==> src/rtl/layer_generator.sv <==
// layer_generator
//   Pseudo-random map-layer generator. A start-up request emits INIT_LAYERS
//   fixed-pattern layers; each later request emits one layer whose
//   block-type mask comes from up to TRACKS wandering one-hot tracks.
//
//   Optional feature macro: LAYER_GEN_SEED_LOAD_EN adds seed_load/seed_in.
//
// Ports
//   clk          in   system clock
//   rst          in   asynchronous active-high reset
//   generate_map in   request level, sampled in S_START and S_IDLE
//   seed_load    in   (LAYER_GEN_SEED_LOAD_EN) reseed PRNG, clear secondaries
//   seed_in      in   (LAYER_GEN_SEED_LOAD_EN) 32-bit seed value
//   layer_map    out  platform pattern of current layer (index 0 leftmost)
//   block_type   out  OR of all active track vectors (combinational)
//   load_layer   out  one-cycle strobe, layer outputs valid
//   map_ready    out  one-cycle strobe with the last start-up layer
//   busy         out  high while in S_INIT or S_GENERATE
//
// state      | meaning
// S_START    | after reset, waiting for the first request
// S_INIT     | emitting start-up layers, one per cycle
// S_IDLE     | waiting for a layer request
// S_GENERATE | emitting one generated layer
module layer_generator #(
  parameter int          COLS         = 7,
  parameter int          TRACKS       = 2,
  parameter int          INIT_LAYERS  = 4,
  parameter logic [31:0] SEED         = 32'd987654321,
  parameter logic [3:0]  SPAWN_THRESH = 4'hA
) (
  input  logic            clk,
  input  logic            rst,
  input  logic            generate_map,
`ifdef LAYER_GEN_SEED_LOAD_EN
  input  logic            seed_load,
  input  logic [31:0]     seed_in,
`endif
  output logic [0:COLS-1] layer_map,
  output logic [0:COLS-1] block_type,
  output logic            load_layer,
  output logic            map_ready,
  output logic            busy
);

  localparam int CW = $clog2(INIT_LAYERS);

  function automatic logic [0:COLS-1] alt_pattern();
    logic [0:COLS-1] p;
    for (int i = 0; i < COLS; i++) p[i] = (i % 2 == 0);
    return p;
  endfunction

  localparam logic [0:COLS-1] CENTER = {1'b1, {(COLS-1){1'b0}}} >> (COLS/2);
  localparam logic [0:COLS-1] ALT    = alt_pattern();

  function automatic logic [31:0] taus(input logic [31:0] z, input logic [31:0] m,
                                       input int a, input int b, input int c);
    return ((z & m) << a) ^ (((z << b) ^ z) >> c);
  endfunction

  // Index 0 is the MSB, so moving toward COLS-1 is a right shift.
  // Edges bounce regardless of the direction bit.
  function automatic logic [0:COLS-1] move_track(input logic [0:COLS-1] v, input logic d);
    if (v[0])             return v >> 1;
    else if (v[COLS-1])   return v << 1;
    else if (d)           return v >> 1;
    else                  return v << 1;
  endfunction

  typedef enum logic [1:0] {S_START, S_INIT, S_IDLE, S_GENERATE} state_t;

  state_t          state;
  logic [31:0]     z1, z2, z3, z4;
  logic [31:0]     rnd;
  logic [TRACKS-1:0] dir;
  logic [0:COLS-1] track [TRACKS];
  logic [3:0]      life  [TRACKS];
  logic [CW-1:0]   init_cnt;
  logic            spawned_prev;
  logic [0:COLS-1] trk0_next;
  logic            spawn_en;
  logic [1:0]      spawn_idx;
  logic            unused_rnd;

  assign rnd        = z1 ^ z2 ^ z3 ^ z4;
  assign unused_rnd = ^rnd;
  assign trk0_next  = move_track(track[0], dir[0]);

  always_comb begin
    block_type = '0;
    for (int t = 0; t < TRACKS; t++) block_type = block_type | track[t];
  end

  // Lowest-index secondary track that is inactive at the start of the layer.
  always_comb begin
    spawn_en  = 1'b0;
    spawn_idx = '0;
    for (int t = TRACKS-1; t >= 1; t--) begin
      if (track[t] == '0) begin
        spawn_en  = 1'b1;
        spawn_idx = 2'(t);
      end
    end
    if (spawned_prev || (rnd[3:0] >= SPAWN_THRESH)) spawn_en = 1'b0;
  end

  always_ff @(posedge clk or posedge rst) begin
    if (rst) begin
      state        <= S_START;
      z1           <= SEED;
      z2           <= SEED;
      z3           <= SEED;
      z4           <= SEED;
      dir          <= '0;
      init_cnt     <= '0;
      spawned_prev <= 1'b0;
      layer_map    <= '0;
      load_layer   <= 1'b0;
      map_ready    <= 1'b0;
      busy         <= 1'b0;
      for (int t = 0; t < TRACKS; t++) begin
        track[t] <= '0;
        life[t]  <= '0;
      end
    end else begin
      z1 <= taus(z1, 32'hFFFFFFFE, 18, 6, 13);
      z2 <= taus(z2, 32'hFFFFFFF8, 2, 2, 27);
      z3 <= taus(z3, 32'hFFFFFFF0, 7, 13, 21);
      z4 <= taus(z4, 32'hFFFFFF80, 13, 3, 12);
      for (int t = 0; t < TRACKS; t++) dir[t] <= ^rnd[8*t +: 8];
      load_layer <= 1'b0;
      map_ready  <= 1'b0;

      case (state)
        S_START: begin
          if (generate_map) begin
            state    <= S_INIT;
            init_cnt <= '0;
            busy     <= 1'b1;
          end
        end
        S_INIT: begin
          load_layer <= 1'b1;
          if (init_cnt == '0) begin
            layer_map <= CENTER;
            track[0]  <= CENTER;
          end else begin
            layer_map <= (init_cnt == CW'(1)) ? ALT : ~layer_map;
            track[0]  <= trk0_next;
          end
          for (int t = 1; t < TRACKS; t++) begin
            track[t] <= '0;
            life[t]  <= '0;
          end
          if (init_cnt == CW'(INIT_LAYERS - 1)) begin
            map_ready <= 1'b1;
            busy      <= 1'b0;
            state     <= S_IDLE;
          end else begin
            init_cnt <= init_cnt + CW'(1);
          end
        end
        S_IDLE: begin
          if (generate_map) begin
            state <= S_GENERATE;
            busy  <= 1'b1;
          end
        end
        S_GENERATE: begin
          layer_map <= ~layer_map;
          track[0]  <= trk0_next;
          for (int t = 1; t < TRACKS; t++) begin
            if (track[t] != '0) begin
              if (life[t] == 4'd0) begin
                track[t] <= '0;
              end else begin
                track[t] <= move_track(track[t], dir[t]);
                life[t]  <= life[t] - 4'd1;
              end
            end else if (spawn_en && (spawn_idx == 2'(t))) begin
              track[t] <= trk0_next;
              life[t]  <= rnd[7:4];
            end
          end
          spawned_prev <= spawn_en;
          load_layer   <= 1'b1;
          busy         <= 1'b0;
          state        <= S_IDLE;
        end
        default: state <= S_START;
      endcase

`ifdef LAYER_GEN_SEED_LOAD_EN
      if (seed_load) begin
        z1 <= seed_in;
        z2 <= seed_in;
        z3 <= seed_in;
        z4 <= seed_in;
        spawned_prev <= 1'b0;
        for (int t = 1; t < TRACKS; t++) begin
          track[t] <= '0;
          life[t]  <= '0;
        end
      end
`endif
    end
  end

endmodule

==> config.mk <==
export PLATFORM = sky130hd
export DESIGN_NAME = layer_generator
export DESIGN_NICKNAME = d
export VERILOG_FILES = /design/src/rtl/layer_generator.sv
export SDC_FILE = /design/constraint.sdc
export NUM_CORES = 1
export LEC_CHECK = 0
export CAP_MARGIN = 10
export CORE_AREA = 4 4 103 105
export CTS_CLUSTER_DIAMETER = 100
export DETAILED_ROUTE_END_ITERATION = 8
export DIE_AREA = 0 0 107 109
export GPL_TIMING_DRIVEN = 0
export PLACE_DENSITY = 0.82
export SYNTH_ARGS = -nofsm -noshare
export SYNTH_HDL_FRONTEND = slang
export SYNTH_SLANG_ARGS = --single-unit
==> constraint.sdc <==
create_clock -name clk -period 9.16 [get_ports clk]
set_clock_uncertainty 0.15 [all_clocks]
set_input_delay 1.832 -clock clk [delete_from_list [all_inputs] [get_ports clk]]
set_output_delay 1.832 -clock clk [all_outputs]
set_load 0.03 [all_outputs]
After elaboration in Yosys (flattened, before gate mapping). Index checks and enable logic that the tools add are counted.

Register bits after elaboration: 163. Output and inout port bits: 17.

Add/subtract/negate cells: 2. Magnitude comparators: 1. Equal/unequal tests: 13. Multiplexer cells: 34. Bitwise logic cells: 13. Reductions and logical operators: 18.

Operators by type and width (count): 32-bit XOR (4); 7-bit two-way mux (12); 16-bit XOR (3); 32-bit by 11-bit XOR with 32-bit output (1); 32-bit by 19-bit XOR with 32-bit output (1); 32-bit by 20-bit XOR with 32-bit output (1); 32-bit by 5-bit XOR with 32-bit output (1); 14-bit case mux with 2 select lines (1); 8-bit parity (2); 7-bit case mux with 2 select lines (1); 4-bit two-way mux (3); 2-bit two-way mux (5); 3-bit AND reduction (3); 1-bit two-way mux (8); 2-bit != test (second input constant) (4); 2-bit case mux with 4 select lines (1); 4-bit case mux with 2 select lines (1); 7-bit zero test (1); 7-bit inverter (1); 7-bit bitwise OR (1); 7-bit nonzero test (1); 2-bit by 1-bit == test with 1-bit output (second input constant) (3); 2-bit == test (second input constant) (3); 3-bit != test (second input constant) (2); other kinds (13) (17).

Depth between registers and ports, before layout.
Depth after elaboration: 10. Depth in mapped cells: 8.

Worst setup path after synthesis. OpenSTA, ideal clock, no wires.

Path type: reg-to-output. Start point: reg track[6] in the netlist's numbering. End point: out block_type[0] in the netlist's numbering. Arrival time: 0.795 ns. Data required time: 7.178 ns. Slack: 6.383 ns. Cell stages (with the launch flop): 2. Buffers on the path: 0. Path through: dfrtp_1 or2_2.

Longest elaborated chain between the ends: 1.

RTL lines: from (decl) (line 77) `logic [0:COLS-1] track [TRACKS];`; from (signal, indexed assignment) (line 178) `track[t] <= move_track(track[t], dir[t]);`; from (signal, indexed assignment) (line 182) `track[t] <= trk0_next;`; 7-bit bitwise OR (line 92) `for (int t = 0; t < TRACKS; t++) block_type = block_type | track[t];`; to (decl) (line 40) `output logic [0:COLS-1] block_type,`.

No other way between the ends.

Final worst setup path. Ends and elaborated chain as after synthesis.

==> metrics.txt <==
total CTS buffers=17; ys flop type=dfrtp_1; P per Cell Area=between 200 and 300 nW/um^2; CP endpoint kind=primary output; hold path depth=0; final core area utilization=73.6%; maximum VDD drop=166 uV; minimum clock period after layout=3.88 ns; H-tree lvl count=4; Slew HR=57.9%; Setup TNS Final=0 ns; startpoint types=flip-flop; Final period util=a little over two fifths; worst setup path startpoint=track[6]; Layout fillers=621; post-route ant nets=0; Post-CTS Repair Setup Buffers=0; CTS clk-pin slew, worst paths=0.07 ns; GPL Wtd Cong=0.832; total global routing overflow=0; Port Buffers=19; Hold Buf Count CTS=0; worst slew pin tran=roughly 0.63 ns; first-pass GRT wire length=approximately 17000 um; Static Leak=roughly 3.5 nW; synthesized cell area=6140 um^2; mean number of vias per cell=5.24; initial cell density of the core=63.7%; Worst Setup EP=block_type[0]; Core Region=~9600 um^2; die area=11700 um^2; flops & latches, synth=163; syn_nets=436; clock tree buffer depth=2; Worst Reg-to-Reg Cells=8; Yosys warning total=0; pin count of the biggest net entering global routing=98; Crit path arrival time=around 1.9 ns; max-slew violation count=0; later-pin clock latency in the skew report=about 0.53 ns; Synth Area per Inst=14.4 um^2; Placed Instances=578; CTS Sinks=163; Setup-failing EPs final=0; die height=109 um; Finished Layout Cells=610; post-synth top area share=38.7%; crit path max fanout=7; Iteration-0 DRC Markers=121; via count=around 3200; worst r2r src=z3[2]; initial antenna violation count=0; vias in the first global route=3413; Die Span X=107 um; cells after synthesis=425; P&R area growth vs syn=15.6%; Clk Tree Root Cell=clkbuf_8; top cells by area, synth=dfrtp_1 (39%), dfstp_2 (29%), xor2_1 (9.4%); total of cells resized after clock tree synthesis=0; post-synthesis sequential area ratio=approximately two thirds; run status=complete, no violations; CTS tree=built; FMAX=258 MHz; n_diodes=0; layout cells sized above 1=between 20% and 30%; unrepaired setup endpoints after global routing=false; fin nets=475; kind of critical path=flip-flop to primary output; TritonRoute pass-1 iters=4; ys async rst share=100%; area leader, netlist=dfrtp_1; Ports=20; max-cap viol count=0; FF-to-FF End=life[1]; GRT Util Overall=between 10% and 20%; EDFF count, synth=0; type of the most critical hold path=flip-flop to flip-flop; Distinct cells, synth=40; Row Count=36; DRC Markers=0; WL/cell=16.4 um; reg2reg setup slack=6.70 ns; top-count cell post-synth=dfrtp_1; post-detail-place hpwl=6510 um; Req. time, crit path=about 7.2 ns; synth cell count leaders=dfrtp_1 (95), dfstp_2 (68), xor2_1 (66); Post-Route WL=10000 um; final hold vios=0
-- layout make-up --
type                            instances  area [um^2]  area share (%)
Sequential cell                       163         4160            58.7
Multi-Input combinational cell        238         1880            26.5
Clock buffer                           19          442            6.23
Timing Repair Buffer                   20          218            3.07
Tap cell                              133          166            2.35
Clock inverter                         13          126            1.78
Inverter                               17         68.8           0.970
Buffer                                  7         27.5           0.388
-- where the power goes --
part | internal, mW | switching (mW)
Sequential | 0.778 | 0.0575
Combinational | 0.206 | 0.300
Clock | 0.379 | 0.286
Total | 1.36 | 0.644
-- layer usage --
metal / wire [um] / up-vias / GRT usage [%] / part of all wire, %
li1: - / 1487 / - / -
met2: 5190 / 64 / 32.5 / 52
met4: 131 / 0 / 7.12 / 1.3
met1: 4290 / 1633 / 24.4 / 43
met3: 386 / 12 / 5.80 / 3.9
met5: 0 / - / 0 / 0
-- worst min path at each step --
stage / startpoint / to / slack (ns)
after floorplan: z2[24] / z2[26] / 0.18
after global placement: z2[24] / z2[26] / 0.18
after detailed placement: z2[16] / z2[18] / 0.19
after CTS: z2[20] / z2[22] / 0.21
after global routing: z2[20] / z2[22] / 0.21
final: z2[24] / z2[26] / 0.20
-- placed cells by master (no fill, tap or decap), types with 9 or more instances in the layout --
cell type,n
clkdlybuf4s50_1,19
clkbuf_16,16
nand2_1,15
nor2_1,9
o21ai_0,12
xnor2_1,44
inv_1,15
dfrtp_1,95
a21oi_1,13
mux2i_1,9
xor2_1,66
dfstp_2,68
-- flip-flops by register name, summed over array words and instances, names as in the netlist --
signal and flops:
busy 1, dir 2, init_cnt 2, layer_map 7, life 4, load_layer 1
map_ready 1, spawned_prev 1, state 2, track 14, z1 32, z2 32
z3 32, z4 32
-- critical path: stages (launching register included) --
cell,delay [ns]
dfrtp_1,0.47
or2_2,0.31
clkdlybuf4s50_1,0.59
-- cell families (layout without fill, tap and decap cells) --
group / count (synthesis) / in the layout / synth area share (%)
adder cells (fa/ha/maj): 8 / 8 / 1.63
AND/OR/NAND/NOR: 46 / 46 / 4.06
buffers and inverters: 24 / 76 / 1.49
multiplexers: 11 / 11 / 1.84
flip-flops: 163 / 163 / 67.9
AO/OA/AOI/OAI: 62 / 62 / 7.06
XOR/XNOR: 111 / 111 / 16.1
-- metrics by stage --
step / power (mW) / hold WS (ns) / instance area [um^2] / setup WS [ns]
CTS: 2.02 / 0.207 / 7090 / 5.25
finish: 2.01 / 0.203 / 7090 / 5.28
detailed placement: 1.35 / 0.190 / 6530 / 5.80
global route: 2.11 / 0.207 / 7090 / 5.23
floorplan: 1.19 / 0.181 / 6140 / 2.89
global placement: 1.33 / 0.185 / 6490 / 1.18
(Power assumes the default switching activity.)
